$ cat src/rtl/apxoa_col_comp.sv
//------------------------------------------------------------------------------
// Module      : apxoa_col_comp
// Description : Receive side of the approximate 8:2 column-compressor row.
//               Takes one compressed column per beat (LSB column first) and
//               rebuilds the approximate word. With APXOA_COMP_EN defined it
//               also rebuilds the error-compensated exact word and counts the
//               asserted error flags.
// Optional    : APXOA_COMP_EN (macro) - enables exact path and error counting.
// Ports       : clk, rst_n (sync, active low)
//               in_valid/in_ready/in_sum/in_carry/in_err[2:0]/in_last - column beat
//               out_valid/out_ready - result handshake
//               out_apx[RW-1:0], out_exact[RW-1:0] - rebuilt words
//               out_ncols - columns taken this frame, out_errcnt - error flags
//               out_ovf - frame was longer than MAX_COLS
// Revision    : 1.0 - initial release
//------------------------------------------------------------------------------
`default_nettype none

module apxoa_col_comp #(
  parameter int MAX_COLS = 16,
  parameter int ECW      = 6
) (
  input  logic                          clk,
  input  logic                          rst_n,
  input  logic                          in_valid,
  output logic                          in_ready,
  input  logic                          in_sum,
  input  logic                          in_carry,
  input  logic [2:0]                    in_err,
  input  logic                          in_last,
  output logic                          out_valid,
  input  logic                          out_ready,
  output logic [MAX_COLS+2:0]           out_apx,
  output logic [MAX_COLS+2:0]           out_exact,
  output logic [$clog2(MAX_COLS+1)-1:0] out_ncols,
  output logic [ECW-1:0]                out_errcnt,
  output logic                          out_ovf
);

  localparam int RW = MAX_COLS + 3;
  localparam int IW = $clog2(MAX_COLS);
  localparam int NW = $clog2(MAX_COLS + 1);

  localparam logic [NW-1:0] c_LAST_COL = NW'(MAX_COLS - 1);

  typedef enum logic [1:0] {
    ST_ACC   = 2'd0,
    ST_HOLD  = 2'd1,
    ST_DRAIN = 2'd2
  } state_t;

  state_t        r_state;
  logic          r_valid;
  logic          r_ovf;
  logic [NW-1:0] r_ncols;
  logic [RW-1:0] r_apx;

  // While accumulating, the column count doubles as the column index; it
  // never reaches MAX_COLS inside ACC, so the low IW bits are sufficient.
  logic [IW-1:0] w_idx;
  logic [RW-1:0] w_apx_term;
  logic          w_close;

  assign w_idx      = r_ncols[IW-1:0];
  // {carry,sum} is the column value sum + 2*carry.
  assign w_apx_term = RW'({in_carry, in_sum}) << w_idx;
  assign w_close    = in_last || (r_ncols == c_LAST_COL);

`ifdef APXOA_COMP_EN
  logic [RW-1:0]  r_exact;
  logic [ECW-1:0] r_errcnt;
  logic [1:0]     w_pc;
  logic [RW-1:0]  w_exact_term;

  // Each flag marks one under-counted unit at this column's weight.
  assign w_pc         = {1'b0, in_err[0]} + {1'b0, in_err[1]} + {1'b0, in_err[2]};
  assign w_exact_term = (RW'({in_carry, in_sum}) + RW'(w_pc)) << w_idx;
`else
  logic w_unused_err;
  assign w_unused_err = ^in_err;
`endif

  // Gated by rst_n so the block never advertises readiness while held in reset.
  assign in_ready = rst_n && (r_state != ST_HOLD);

  always_ff @(posedge clk) begin
    if (!rst_n) begin
      r_state  <= ST_ACC;
      r_valid  <= 1'b0;
      r_ovf    <= 1'b0;
      r_ncols  <= '0;
      r_apx    <= '0;
`ifdef APXOA_COMP_EN
      r_exact  <= '0;
      r_errcnt <= '0;
`endif
    end else begin
      case (r_state)
        ST_ACC: begin
          if (in_valid) begin
            r_apx   <= r_apx + w_apx_term;
`ifdef APXOA_COMP_EN
            r_exact  <= r_exact + w_exact_term;
            r_errcnt <= r_errcnt + ECW'(w_pc);
`endif
            r_ncols <= r_ncols + NW'(1);
            if (w_close) begin
              r_state <= ST_HOLD;
              r_valid <= 1'b1;
              // Hitting the column limit without in_last means the frame
              // continues; its remainder is discarded in DRAIN.
              r_ovf   <= !in_last;
            end
          end
        end
        ST_HOLD: begin
          if (out_ready) begin
            r_valid  <= 1'b0;
            r_ovf    <= 1'b0;
            r_ncols  <= '0;
            r_apx    <= '0;
`ifdef APXOA_COMP_EN
            r_exact  <= '0;
            r_errcnt <= '0;
`endif
            r_state  <= r_ovf ? ST_DRAIN : ST_ACC;
          end
        end
        ST_DRAIN: begin
          if (in_valid && in_last) begin
            r_state <= ST_ACC;
          end
        end
        default: r_state <= ST_ACC;
      endcase
    end
  end

  assign out_valid = r_valid;
  assign out_apx   = r_apx;
  assign out_ncols = r_ncols;
  assign out_ovf   = r_ovf;

`ifdef APXOA_COMP_EN
  assign out_exact  = r_exact;
  assign out_errcnt = r_errcnt;
`else
  assign out_exact  = r_apx;
  assign out_errcnt = '0;
`endif

endmodule

`default_nettype wire

$ cat config.mk
export PLATFORM = sky130hd
export DESIGN_NAME = apxoa_col_comp
export DESIGN_NICKNAME = d
export VERILOG_FILES = /design/src/rtl/apxoa_col_comp.sv
export SDC_FILE = /design/constraint.sdc
export NUM_CORES = 1
export LEC_CHECK = 0
export ABC_AREA = 1
export CAP_MARGIN = 20
export CELL_PAD_IN_SITES_DETAIL_PLACEMENT = 1
export CELL_PAD_IN_SITES_GLOBAL_PLACEMENT = 1
export CORE_ASPECT_RATIO = 1.4
export CORE_MARGIN = 4
export CORE_UTILIZATION = 43
export DETAILED_ROUTE_END_ITERATION = 7
export DONT_BUFFER_PORTS = 1
export GPL_ROUTABILITY_DRIVEN = 0
export HOLD_SLACK_MARGIN = 0.02
export PLACE_DENSITY = 0.79
export SLEW_MARGIN = 0
export SYNTH_ARGS = -nofsm -noshare
export SYNTH_HDL_FRONTEND = slang
export SYNTH_SLANG_ARGS = --single-unit
$ cat constraint.sdc
create_clock -name clk -period 2.8 [get_ports clk]
set_input_delay 0.42 -clock clk [delete_from_list [all_inputs] [get_ports clk]]
set_output_delay 0.42 -clock clk [all_outputs]
set_load 0.01 [all_outputs]
-- After elaboration in Yosys (flattened, before gate mapping)
Index checks and enable logic that the tools add are counted.
- output and inout port bits: 52
- word-level logic and storage cells: 44
- register bits after elaboration: 28
- $add $sub $neg: 2
- reduce and logical (&&, ||, !) cells: 9
- multiplexer cells: 19
- shift-type cells: 1
- equal/unequal tests: 8
- operator list (kind ; number):
    $mux 19 ; 2
    $pmux 19 s2 ; 1
    $add 19x19->19 ; 1
    $shl 2x4->19 ; 1
    $mux 2 ; 5
    $mux 5 ; 2
    $pmux 5 s2 ; 1
    $ne 2x2->1 const B ; 4
    $reduce_and 4->1 ; 2
    $pmux 2 s3 ; 1
    $add 5x1->5 const B ; 1
    $eq 5x4->1 const B ; 1
    $mux 1 ; 5
    $pmux 1 s2 ; 2
    $reduce_and 3->1 ; 1
    $eq 2x1->1 const B ; 1
    $eq 2x2->1 const B ; 1
    $logic_and 1x1->1 ; 2
    $logic_not 2->1 ; 1
    $ne 2x1->1 const B ; 1
    $reduce_bool 2->1 ; 1
    $logic_not 1->1 ; 1
    $logic_or 1x1->1 ; 1

-- Longest topological paths before layout
- depth in word-level cells: 5
- depth in mapped cells: 17
- depth with buffers taken out: 17

-- Least setup slack after synthesis
No wires, ideal clock.
- kind: register -> register
- from: register r_ncols[2], in the netlist out_ncols[2]
- to: register r_apx[6], in the netlist out_apx[6]
- library setup time: 0.132 ns
- arrival time: 2.051 ns
- cell stages (with the launch flop): 13
- path buffers: 0
- setup slack: 0.616 ns
- path through: dfxtp_1 clkinv_1 nand2_1 nor2_1 ha_1 fa_1 nand2_1 nand2_1 nand3_1 nand2_1 or2_2 nand3_1 a21oi_1
- cells in the longest elaborated chain, start to end: 4
- ends and longest elaborated chain (item ; RTL line ; RTL):
    start: declaration ; 55 ; logic [NW-1:0] r_ncols;
    start signal: assignment ; 106 ; r_ncols <= r_ncols + NW'(1);
    $shl 2x4->19 ; 66 ; assign w_apx_term = RW'({in_carry, in_sum}) << w_idx;
    $add 19x19->19 ; 101 ; r_apx <= r_apx + w_apx_term;
    $mux 19 ; 100 ; if (in_valid) begin
    $pmux 19 s2 ; 98 ; case (r_state)
    end signal: assignment ; 101 ;
    end: declaration ; 56 ; logic [RW-1:0] r_apx;
No other way between the ends. The select of a mux whose other input is x is not followed.
A chain may end at the register's enable or synchronous reset.

-- Worst setup path after layout
- from: register r_ncols[2], in the netlist out_ncols[2]
- to: register r_apx[18], in the netlist out_apx[18]
Same word-level chain as after synthesis.

==> results.ini <==
[grt]
grt_pass1_wl_mm = 11.5
grt_usage = 0.201
grt_pass1_vias = 2541
antenna_found_initial = 0
overflow = 0
grt_max_degree = 23

[timing]
setup_viol = 0
fin_skew_ns = 0.00455
grt_setup_unrepaired = false
period_share = 0.866
min_period_ns = 2.42
maxSlewViolCount = 0
setup_tns_ns = 0
clock.fmax_mhz = 412
hold_viol = 0

[placed_design]
place_inst = 464
hpwl_mm = 5.51
io_buffer_count = 0

[finish]
nFillCells = 804
nNetsFinal = 431
layoutNonFillerInstCount = 468
drive_above_1_share = 0.0575
diodes = 0
final_core_util = 0.447
area_growth_pct = -0.400

[floorplanning]
core_area_um2 = 5570
num_io_pins = 62
num_rows = 32
fp.dieArea_um2 = 7110
start_util = 0.449
die_y_um = 98.2
die_w_um = 72.4

[critical_path]
path_class = register to register
cp.required_ns = 3.00
crit_fanout = 9
start_kind = register
worstPathArrival_ns = 2.62
end_kind = register

[clock_tree]
clk_pin_slew_ns = 0.11
clockRootBuffer = clkbuf_8
cts_tree = yes
cts_sinks = 28
clk_path_buf_depth = 2
ctsHoldBuffers = 0
clock_latency_ns = 0.29
cts_buffers = 3
htreeDepth = 1

[drt]
drtPass1Iterations = 4
ant_nets = 0
routed_wl_mm = 6.79
detail_route.wl_per_cell_um = 14.5
vias = 2423
drt_iter0_drc = 74
post-route-drc-count = 0
routed_via_density = 5.18

[job]
drv_cap = 0

[power_and_ir_drop]
finalPower_w = 0.000930
total_leakage_power_nw = 1.29
vdd_drop_max_v = 0.000261
p_per_area_nw_per_um2 = 374

[synthesis]
netlist_area_um2 = 2500
synthCells = 417
avgSynthCellArea_um2 = 5.99
ys_ff_latch = 28
yosysSeqAreaShare = 0.224
ys_warn_count = 0
ys_types = 33

[outcome]
status = finished clean

[hold_path]
hold_path.class = primary input to register

state kept, by name, indices dropped and copies added (netlist names):
| name | cells |
|---|---|
| out_apx | 19 |
| out_ncols | 5 |
| r_state | 2 |
| out_ovf | 1 |
| out_valid | 1 |
worst paths after layout:
check                                          startpoint                   endpoint  slack [ns]  cells past startpoint
worst max-delay path            out_ncols[2]$_SDFFE_PN0P_   out_apx[18]$_SDFFE_PN0P_        0.38                     15
worst min-delay path                                rst_n  out_ncols[0]$_SDFFE_PN0P_        0.25                      2
worst max register to register  out_ncols[2]$_SDFFE_PN0P_   out_apx[18]$_SDFFE_PN0P_        0.38                     15
worst min register to register     out_valid$_SDFFE_PN0P_     out_valid$_SDFFE_PN0P_        0.54                      2
final cells by class:
cell class                 instances  area, um2  area share
multi-input combinational        299       1490       0.599
sequential                        28        562       0.226
inverter                          64        243      0.0975
tap                               68       85.1      0.0342
clock buffer                       3       41.3      0.0166
timing repair buffer               5       37.5      0.0151
clock inverter                     1       30.0      0.0121
cells in the final DEF (no fill, tap or decap), types with 2 or more instances in the layout:
cell type / Yosys / routed
conb_1: 1 / 6
inv_2: 2 / 2
o22ai_1: 2 / 2
ha_1: 19 / 19
inv_1: 60 / 60
nor2_1: 40 / 40
a21o_1: 2 / 2
dfxtp_1: 28 / 27
o21ai_0: 10 / 10
buf_4: 25 / 5
and2_1: 2 / 2
or2_2: 3 / 3
nor3_1: 8 / 8
nand2_2: 2 / 3
or2_1: 2 / 2
nand3_1: 23 / 23
nand2_1: 129 / 128
nand3b_1: 3 / 3
clkbuf_8: 0 / 3
a21oi_1: 39 / 39
what timing repair did:
action,4_1_cts,5_1_grt
setup endpoints to repair,0,5
setup buffers,0,0
gates resized for setup,0,2
hold endpoints to repair,0,0
metrics by stage:
stage          area (um2)  hold slack, ns  setup slack (ns)
2_1_floorplan        2520           0.494             0.616
3_3_place_gp         2410           0.520             0.442
3_5_place_dp         2410           0.527             0.321
4_1_cts              2480           0.254             0.348
5_1_grt              2490           0.287           0.00543
6_report             2490           0.252             0.375
critical path: stages (launching register included):
cell and delay (ns):
dfxtp_1 0.35, clkinv_1 0.22, nand2_1 0.17, nor2_1 0.06, ha_1 0.22, fa_1 0.38
nand2_1 0.10, nand2_1 0.10, nand3_1 0.09, nand2_1 0.14, nand2_1 0.14, nand2_1 0.10
nand2_1 0.10, nand3_1 0.07, nand2_1 0.06, nor2_1 0.03
cell families (layout without fill, tap and decap cells):
group,Yosys count,in the layout,share of synthesized area
AO/OA/AOI/OAI,56,56,0.117
adder cells (fa/ha/maj),20,20,0.103
buffers and inverters,95,73,0.188
flip-flops,28,28,0.224
other,1,6,0.00150
AND/OR/NAND/NOR,217,217,0.366
where the power goes:
group	leakage, nW	switching [W]	internal (W)
logic	1.02	0.000105	0.0000455
clock network	0.0357	0.000150	0.000192
registers	0.227	0.0000249	0.000413
Yosys cell counts, drive strengths merged:
| master | count | area share |
|---|---|---|
| a21o | 2 | 0.0060 |
| nand3b | 3 | 0.0090 |
| nand3 | 23 | 0.046 |
| fa | 1 | 0.0080 |
| inv | 63 | 0.096 |
| nor2 | 41 | 0.063 |
| nand4 | 1 | 0.0025 |
| nand2 | 132 | 0.20 |
| dfxtp | 28 | 0.22 |
| nor4 | 1 | 0.0050 |
| ha | 19 | 0.095 |
| buf | 28 | 0.086 |
| nor3 | 9 | 0.020 |
| a21oi | 39 | 0.078 |
| o211ai | 1 | 0.0030 |
| clkinv | 1 | 0.0015 |
| or2 | 5 | 0.013 |
| and2 | 2 | 0.0050 |
| o31ai | 1 | 0.0030 |
| conb | 1 | 0.0015 |
| o21ai | 11 | 0.022 |
| clkbuf | 3 | 0.0045 |
| o22ai | 2 | 0.0050 |
layer usage:
metal | global-route usage | vias to the layer above | routed length, um | part of all wire
li1 | - | 1245 | - | -
met1 | 0.219 | 1124 | 2730 | 0.40
met2 | 0.375 | 37 | 3610 | 0.53
met3 | 0.0360 | 17 | 261 | 0.038
met4 | 0.0753 | 0 | 195 | 0.029
met5 | 0 | - | 0 | 0
Power figures use the tool's default switching activity.
